`src/rtl/mac_pkg.sv`:
```
// Shared MAC definitions: operand modes, stage-1 control struct and the
// width-generic saturating/wrapping accumulate used by the MAC datapaths.
`ifndef MAC_PKG_SV
`define MAC_PKG_SV

// Elaboration-time guard placed inside any MAC module body.
`define MAC_WIDTH_CHECK(DW, AW) \
  if ((DW) < 2 || (AW) < 2*(DW) || (AW) > mac_pkg::MAC_MAX_W) begin : g_bad_widths \
    $error("mac: need DATA_W >= 2 and 2*DATA_W <= ACC_W <= MAC_MAX_W"); \
  end

package mac_pkg;

  localparam logic MODE_UNSIGNED = 1'b0;
  localparam logic MODE_SIGNED   = 1'b1;
  localparam int   MAC_MAX_W     = 64;

  typedef struct packed {
    logic first;
    logic last;
    logic mode;
  } mac_ctl_t;

  // Adds two w-bit values held in MAC_MAX_W containers; returns {ovf, result}.
  function automatic logic [MAC_MAX_W:0] sat_add(
    input logic [MAC_MAX_W-1:0] base,
    input logic [MAC_MAX_W-1:0] addend,
    input int                   w,
    input logic                 is_signed,
    input logic                 sat
  );
    logic [MAC_MAX_W:0] one, mask, top, sum, res;
    logic               sb, sa, ss, ovf;
    one  = {{MAC_MAX_W{1'b0}}, 1'b1};
    mask = (one << w) - one;
    top  = one << (w - 1);
    sum  = ({1'b0, base} & mask) + ({1'b0, addend} & mask);
    sb   = |({1'b0, base} & top);
    sa   = |({1'b0, addend} & top);
    ss   = |(sum & top);
    ovf  = is_signed ? ((sb == sa) && (ss != sb)) : |(sum & (mask + one));
    res  = sum & mask;
    if (sat && ovf) begin
      if (!is_signed) res = mask;
      else if (sb)    res = top;
      else            res = top - one;
    end
    return {ovf, res[MAC_MAX_W-1:0]};
  endfunction

endpackage

`endif

```
`src/rtl/mac_mul_stage.sv`:
```
// DATA_W x DATA_W multiplier with a registered, enable-gated product.
module mac_mul_stage
  import mac_pkg::*;
#(
  parameter int DATA_W = 8
) (
  input  logic                  clk,
  input  logic                  rst_n,
  input  logic                  en,
  input  logic                  mode,
  input  logic [DATA_W-1:0]     a,
  input  logic [DATA_W-1:0]     b,
  output logic [2*DATA_W-1:0]   prod_q
);

  localparam int PW = 2*DATA_W;

  logic [PW-1:0] a_x, b_x, prod_d;

  // Extending both operands to full width makes the low PW bits exact either way.
  always_comb begin
    if (mode == MODE_SIGNED) begin
      a_x = PW'($signed(a));
      b_x = PW'($signed(b));
    end else begin
      a_x = PW'(a);
      b_x = PW'(b);
    end
    prod_d = en ? a_x * b_x : prod_q;
  end

  always_ff @(posedge clk or negedge rst_n) begin
    if (!rst_n) prod_q <= '0;
    else        prod_q <= prod_d;
  end

endmodule

```
`src/rtl/mac_acc_pipe.sv`:
```
// Two-stage multiply-accumulate over first/last delimited beat groups, with
// sticky overflow per group and optional saturation.
module mac_acc_pipe
  import mac_pkg::*;
#(
  parameter int DATA_W = 8,
  parameter int ACC_W  = 24,
  parameter int SAT    = 0
) (
  input  logic              clk,
  input  logic              rst_n,
  input  logic              in_valid,
  output logic              in_ready,
  input  logic [DATA_W-1:0] in_a,
  input  logic [DATA_W-1:0] in_b,
  input  logic [ACC_W-1:0]  in_c,
  input  logic              in_first,
  input  logic              in_last,
  input  logic              in_signed,
  output logic              out_valid,
  input  logic              out_ready,
  output logic [ACC_W-1:0]  out_data,
  output logic              out_ovf
);

  `MAC_WIDTH_CHECK(DATA_W, ACC_W)

  localparam int STAGES = 2;
  localparam int PW     = 2*DATA_W;

  logic              advance, accept, upd, eff_mode;
  logic [STAGES:0]   vld_pipe;
  logic [PW-1:0]     prod;
  mac_ctl_t          s1_ctl_q, s1_ctl_d;
  logic [ACC_W-1:0]  s1_c_q, s1_c_d, acc_q, acc_d, out_data_q, out_data_d;
  logic [ACC_W-1:0]  base, addend, new_acc;
  logic              s1_vld_q, s1_vld_d, mode_q, mode_d, sticky_q, sticky_d;
  logic              out_valid_q, out_valid_d, out_ovf_q, out_ovf_d, new_sticky;
  logic [MAC_MAX_W:0] sum_r;

  // Whole pipe stalls only when a result is parked at the output.
  assign advance  = ~out_valid_q | out_ready;
  assign in_ready = advance;
  assign accept   = in_valid & advance;
  assign eff_mode = in_first ? in_signed : mode_q;
  assign vld_pipe = {out_valid_q, s1_vld_q, accept};
  assign upd      = advance & vld_pipe[1];

  mac_mul_stage #(.DATA_W(DATA_W)) u_mul (
    .clk    (clk),
    .rst_n  (rst_n),
    .en     (accept),
    .mode   (eff_mode),
    .a      (in_a),
    .b      (in_b),
    .prod_q (prod)
  );

  always_comb begin
    s1_vld_d = advance ? accept : s1_vld_q;
    s1_ctl_d = s1_ctl_q;
    s1_c_d   = s1_c_q;
    mode_d   = mode_q;
    if (accept) begin
      s1_ctl_d = '{first: in_first, last: in_last, mode: eff_mode};
      s1_c_d   = in_c;
      mode_d   = eff_mode;
    end
  end

  always_comb begin
    base = s1_ctl_q.first ? s1_c_q : acc_q;
    if (s1_ctl_q.mode == MODE_SIGNED) addend = ACC_W'($signed(prod));
    else                              addend = ACC_W'(prod);
    sum_r = sat_add(MAC_MAX_W'(base), MAC_MAX_W'(addend), ACC_W,
                    s1_ctl_q.mode == MODE_SIGNED, SAT != 0);
    new_acc    = sum_r[ACC_W-1:0];
    new_sticky = (~s1_ctl_q.first & sticky_q) | sum_r[MAC_MAX_W];

    acc_d       = acc_q;
    sticky_d    = sticky_q;
    out_valid_d = out_valid_q & ~out_ready;
    out_data_d  = out_data_q;
    out_ovf_d   = out_ovf_q;
    if (upd) begin
      acc_d    = new_acc;
      sticky_d = new_sticky;
      // A landing last overrides the drain, so back-to-back results never bubble.
      if (s1_ctl_q.last) begin
        out_valid_d = 1'b1;
        out_data_d  = new_acc;
        out_ovf_d   = new_sticky;
      end
    end
  end

  if (ACC_W < MAC_MAX_W) begin : g_hi
    logic unused_sum_hi;
    assign unused_sum_hi = ^sum_r[MAC_MAX_W-1:ACC_W];
  end

  always_ff @(posedge clk or negedge rst_n) begin
    if (!rst_n) begin
      s1_vld_q    <= 1'b0;
      s1_ctl_q    <= '0;
      s1_c_q      <= '0;
      mode_q      <= MODE_UNSIGNED;
      acc_q       <= '0;
      sticky_q    <= 1'b0;
      out_valid_q <= 1'b0;
      out_data_q  <= '0;
      out_ovf_q   <= 1'b0;
    end else begin
      s1_vld_q    <= s1_vld_d;
      s1_ctl_q    <= s1_ctl_d;
      s1_c_q      <= s1_c_d;
      mode_q      <= mode_d;
      acc_q       <= acc_d;
      sticky_q    <= sticky_d;
      out_valid_q <= out_valid_d;
      out_data_q  <= out_data_d;
      out_ovf_q   <= out_ovf_d;
    end
  end

  assign out_valid = out_valid_q;
  assign out_data  = out_data_q;
  assign out_ovf   = out_ovf_q;

endmodule

```
`config.mk`:
```
export PLATFORM = sky130hd
export DESIGN_NAME = mac_acc_pipe
export DESIGN_NICKNAME = d
export VERILOG_FILES = /design/src/rtl/mac_pkg.sv /design/src/rtl/mac_mul_stage.sv /design/src/rtl/mac_acc_pipe.sv
export SDC_FILE = /design/constraint.sdc
export NUM_CORES = 1
export LEC_CHECK = 0
export BUFFER_PORTS_ARGS = -buffer_cell sky130_fd_sc_hd__buf_2
export CORE_ASPECT_RATIO = 1.25
export CORE_MARGIN = 3
export CORE_UTILIZATION = 55
export CTS_CLUSTER_DIAMETER = 120
export DETAILED_ROUTE_END_ITERATION = 10
export PLACE_DENSITY_LB_ADDON = 0.12
export SETUP_SLACK_MARGIN = 0.1
export SLEW_MARGIN = 5
export SYNTH_ARGS = -nofsm -noshare
export SYNTH_HDL_FRONTEND = slang
export SYNTH_SLANG_ARGS = --single-unit
```
`constraint.sdc`:
```
create_clock -name clk -period 9.6 [get_ports clk]
set_clock_uncertainty 0.1 [all_clocks]
set_input_delay 0 -clock clk [delete_from_list [all_inputs] [get_ports clk]]
set_output_delay 0 -clock clk [all_outputs]
set_load 0.005 [all_outputs]
```
# Word level (Yosys, flattened, before mapping)
# Cells that the tools add are included.
classes:
  addsub: 1
  n_mul: 1
  div_mod_pow: 0
  order_cmp: 0
  eq_ne: 2
  shifts: 0
  mux: 8
  bitwise: 9
  n_reduce_logical: 2
op_table:
  columns: ["operator", "n"]
  rows:
  - ["two-way mux 24 bit", 2]
  - ["two-way mux 16 bit", 2]
  - ["adder 24 x 24 -> 25 bit", 1]
  - ["multiplier 16 x 16 -> 16 bit", 1]
  - ["AND 1 bit", 4]
  - ["two-way mux 1 bit", 4]
  - ["inverter 1 bit", 3]
  - ["bitwise OR 1 bit", 2]
  - ["AND reduction 2 bit", 1]
  - ["equality test 1 bit", 1]
  - ["logical AND 1 bit", 1]
  - ["inequality test 1 bit", 1]
totals:
  ff_bits: 95
  latchBits: 0
  ramBits: 0
  romBits: 0
  inputBits: 47
  out_inout_bits: 27
  wordCells: 34
  memories: 0

# Depth between registers and ports, before layout
logic_depth:
  word_depth: 6
  depth_mapped: 24
  ltp_nobuf: 23

# Modules after synthesis
# A second synthesis with hierarchy kept.
hier_totals:
  hier_cells: 848
  area_unflattened_um2: 8739.6
by_module_without_submodules:
  columns: ["mod", "instances", "cells_each", "area_per_inst_um2", "seq_area_each_um2"]
  rows:
  - ["mac_acc_pipe", 1, 381, 4473.0, 1976.9]
  - ["mac_mul_stage", 1, 467, 4266.6, 400.4]

# Worst setup path before layout
# Ideal clock, no wire load.
synth_timing:
  path_kind: "reg2reg"
  from: "register s1_ctl_q[0] (netlist name)"
  to: "register u_mul.prod_q[15]"
  setup_ns: 0.133
  arrival_ns: 5.549
  t_required_ns: 9.367
  setup_slack_ns: 3.818
  stages_incl_launch_ff: 23
  n_path_buf: 1
  period_less_slack_ns: 5.782
  path_cell_list: "dfrtp_1 -> mux2_4 -> and2_4 -> buf_6 -> nand2_1 -> inv_1 -> fa_1 -> inv_1 -> fa_1 -> inv_1 -> fa_1 -> fa_1 -> fa_1 -> inv_1 -> fa_1 -> inv_1 -> ha_1 -> nand3_1 -> nand2_1 -> a41o_1 -> o41ai_1 -> xnor2_1 -> o21ai_1"
synth_lines:
  columns: ["element", "line", "text"]
  rows:
  - ["end signal: assignment", "mac_mul_stage.sv:34", "else prod_q <= prod_d;"]
  - ["end: declaration", "mac_mul_stage.sv:13", "output logic [2*DATA_W-1:0] prod_q"]

==> flow_summary.json <==
{
  "status": "finished clean",
  "finalHoldViolCount": 0,
  "fillers": 1274,
  "dp_slack_ns": 3.51,
  "core-area_um2": 15100,
  "netlist_area_um2": 8540,
  "worst_setup_path_start_kind": "register",
  "cts-buffers-inserted": 9,
  "ant_nets": 0,
  "fin_crit_ns": 6.09,
  "path_clk_slew_ns": 0.07,
  "timing.final.ws_setup_ns": 3.51,
  "port_buffers": 73,
  "multi_input_area_um2": 5560,
  "worst-r2r-setup-slack_ns": 3.51,
  "first_global_vias": 6614,
  "setup_viol": 0,
  "finalCritPeriodShare": 0.634,
  "grt-ovfl-total": 0,
  "clock_path_buffers": 2,
  "n_antenna_cell": 0,
  "slew_headroom": 0.228,
  "p_sw_frac": 0.436,
  "track_usage": 0.217,
  "vias": 6148,
  "wl_per_cell_um": 15.2,
  "worst_pin_slew_ns": 1.16,
  "hpwl_um": 14200,
  "design_area_um2": 9690,
  "r2r_cells": 21,
  "hold_ws_ns": 0.0189,
  "grt_pass1_wl_um": 31100,
  "met3_usage": 0.0206,
  "synth_edf_count": 0,
  "yosysSeqAreaShare": 0.278,
  "ir_drop_v": 0.000146,
  "fin_setup_tns_ns": 0,
  "cts-resized-gates": 0,
  "async_reset_ff_frac": 1.00,
  "synth_seq_cells": 95,
  "cp_max_fo": 16,
  "grt_max_degree": 68,
  "gp_congestion": 0.873,
  "dpl_cell_area_um2": 9080,
  "drc_errors": 0,
  "p_seq_frac": 0.213,
  "pwr-share-clk": 0.121,
  "dominantRegCellSynth": "dfrtp_1",
  "slew_viol_final": 0,
  "max-cap-violations": 0,
  "antenna_found_initial": 0,
  "syn_avg_cell_area_um2": 9.84,
  "viasPerCell": 5.26,
  "fp.dieH_um": 145,
  "cts.sinks": 95,
  "final_cell_mix": "inv_1, nand2_1, dfrtp_1",
  "hp-class": "primary input to asynchronous set/reset pin",
  "reg2reg_to": "u_mul.prod_q[15]",
  "synth_cells": 868,
  "initial_core_util": 0.567,
  "grt_util_met1": 0.272,
  "cts_tree": "done",
  "num_io_pins": 74,
  "timing.rr.start": "s1_ctl_q[0]",
  "power_density_nw_per_um2": 319,
  "cts_root_buffer": "clkbuf_16",
  "p_leak_uw": 0.00484,
  "rows": 50,
  "cp-end-kind": "register",
  "seqCellArea_um2": 2380,
  "power_uw": 3090,
  "layout_commonest_cell": "inv_1",
  "drtIter0Drc": 342,
  "die_w_um": 117,
  "path_class": "register to register",
  "final_nets": 1151,
  "drive_gt1_frac": 0.186,
  "yosys_warnings": 0,
  "rsz0062_at_grt": "no",
  "required_ns": 9.67,
  "area_growth_pct": 13.4,
  "ys_types": 56,
  "comb_power_share": 0.666,
  "h-tree-depth": 3,
  "max_clock_freq_mhz": 164,
  "dieArea_um2": 17100,
  "dr.pass1.iters": 4,
  "busiest_layer": "met2",
  "wl_um": 17800,
  "met2_usage": 0.400,
  "switchingPower_uw": 1350,
  "p_int_uw": 1740,
  "syn-num-nets": 1063,
  "clock_latency_ns": 0.34,
  "worstPathArrival_ns": 6.16
}
[per-stage QoR]
| step | cells | util |
|---|---|---|
| global route | 1169 | 0.642 |
| global placement | 1124 | 0.602 |
| detailed placement | 1124 | 0.602 |
| CTS | 1169 | 0.642 |
| floorplan | 868 | - |
| finish | 1169 | 0.642 |
[worst max path at each step]
stage                      startpoint                to  slack [ns]  cells after the start
after global routing      s1_ctl_q[0]  u_mul.prod_q[15]        3.25                     21
after floorplan           s1_ctl_q[0]  u_mul.prod_q[15]        3.82                     22
after detailed placement  s1_ctl_q[0]  u_mul.prod_q[15]        3.51                     21
final                     s1_ctl_q[0]  u_mul.prod_q[15]        3.51                     21
after CTS                 s1_ctl_q[0]  u_mul.prod_q[15]        3.49                     21
after global placement    s1_ctl_q[0]  u_mul.prod_q[15]        3.65                     21
[routing by layer]
metal,up-vias,share of wire
met4,0,0.017
met1,3020,0.44
met2,94,0.52
met5,-,0
met3,21,0.022
li1,3013,-
[registers in the layout, summed over array words and instances, names as in the netlist]
name	flops
out_data	24
s1_c_q	24
out_ovf	1
s1_vld_q	1
out_valid	1
u_mul.prod_q	16
s1_ctl_q	3
acc_q	24
sticky_q	1
[timing repair]
item / 4_1_cts / 5_1_grt
hold buffers: 29 / 0
hold endpoints to repair: 55 / 0
buffers inserted: 0 / 0
[cells in the mapped netlist (5+ instances only)]
cell,number,area share
inv_1,131,0.058
a21oi_1,25,0.015
mux2_2,76,0.10
o21ai_0,38,0.022
and2_1,43,0.031
nand3_1,5,0.0029
a21o_1,9,0.0079
fa_1,69,0.16
nor2_1,18,0.0079
nand2_1,112,0.049
and3_1,9,0.0066
a211oi_1,6,0.0053
nor3_1,6,0.0035
xor2_1,13,0.013
xnor2_1,38,0.039
dfrtp_1,95,0.28
clkbuf_1,23,0.010
a31oi_1,7,0.0051
ha_1,79,0.12
o21a_1,6,0.0053
[cell type report]
class	instances	share of cell area
Multi-Input combinational cell	614	0.574
Tap cell	208	0.0269
Sequential cell	95	0.245
Inverter	131	0.0508
Clock inverter	5	0.00853
Clock buffer	11	0.0240
Timing Repair Buffer	105	0.0703
[worst max-delay path: stages (launching register included)]
cell     delay, ns
dfrtp_1       0.41
mux2_4        0.38
and2_4        0.22
nand2_1       0.16
inv_1         0.09
fa_1          0.54
inv_1         0.05
fa_1          0.49
inv_1         0.05
fa_1          0.51
fa_1          0.45
fa_1          0.55
inv_1         0.06
fa_1          0.53
inv_1         0.04
ha_1          0.35
nand3_1       0.11
nand2_1       0.06
a41o_1        0.22
o41ai_1       0.30
xnor2_1       0.16
o21ai_1       0.07
[power by group through the flow]
stage	registers (µW)	logic, µW	clock network [µW]
2_1_floorplan	643	1620	0
3_3_place_gp	655	1990	0
3_5_place_dp	664	2060	0
4_1_cts	657	2080	383
5_1_grt	677	2350	397
6_report	657	2060	374
[cell families (layout without fill, tap and decap cells)]
| kind of cell | after synthesis | count (layout) | share of synthesized area |
|---|---|---|---|
| and+or+nand+nor | 209 | 209 | 0.116 |
| buffers and inverters | 159 | 252 | 0.0710 |
| adders and majority gates | 148 | 148 | 0.277 |
| AOI/OAI and AO/OA | 124 | 124 | 0.0958 |
| DFF | 95 | 95 | 0.278 |
| muxes | 81 | 81 | 0.107 |
| xor gates and xnor gates | 52 | 52 | 0.0549 |
Note: power is estimated with default switching activity, not from simulation.
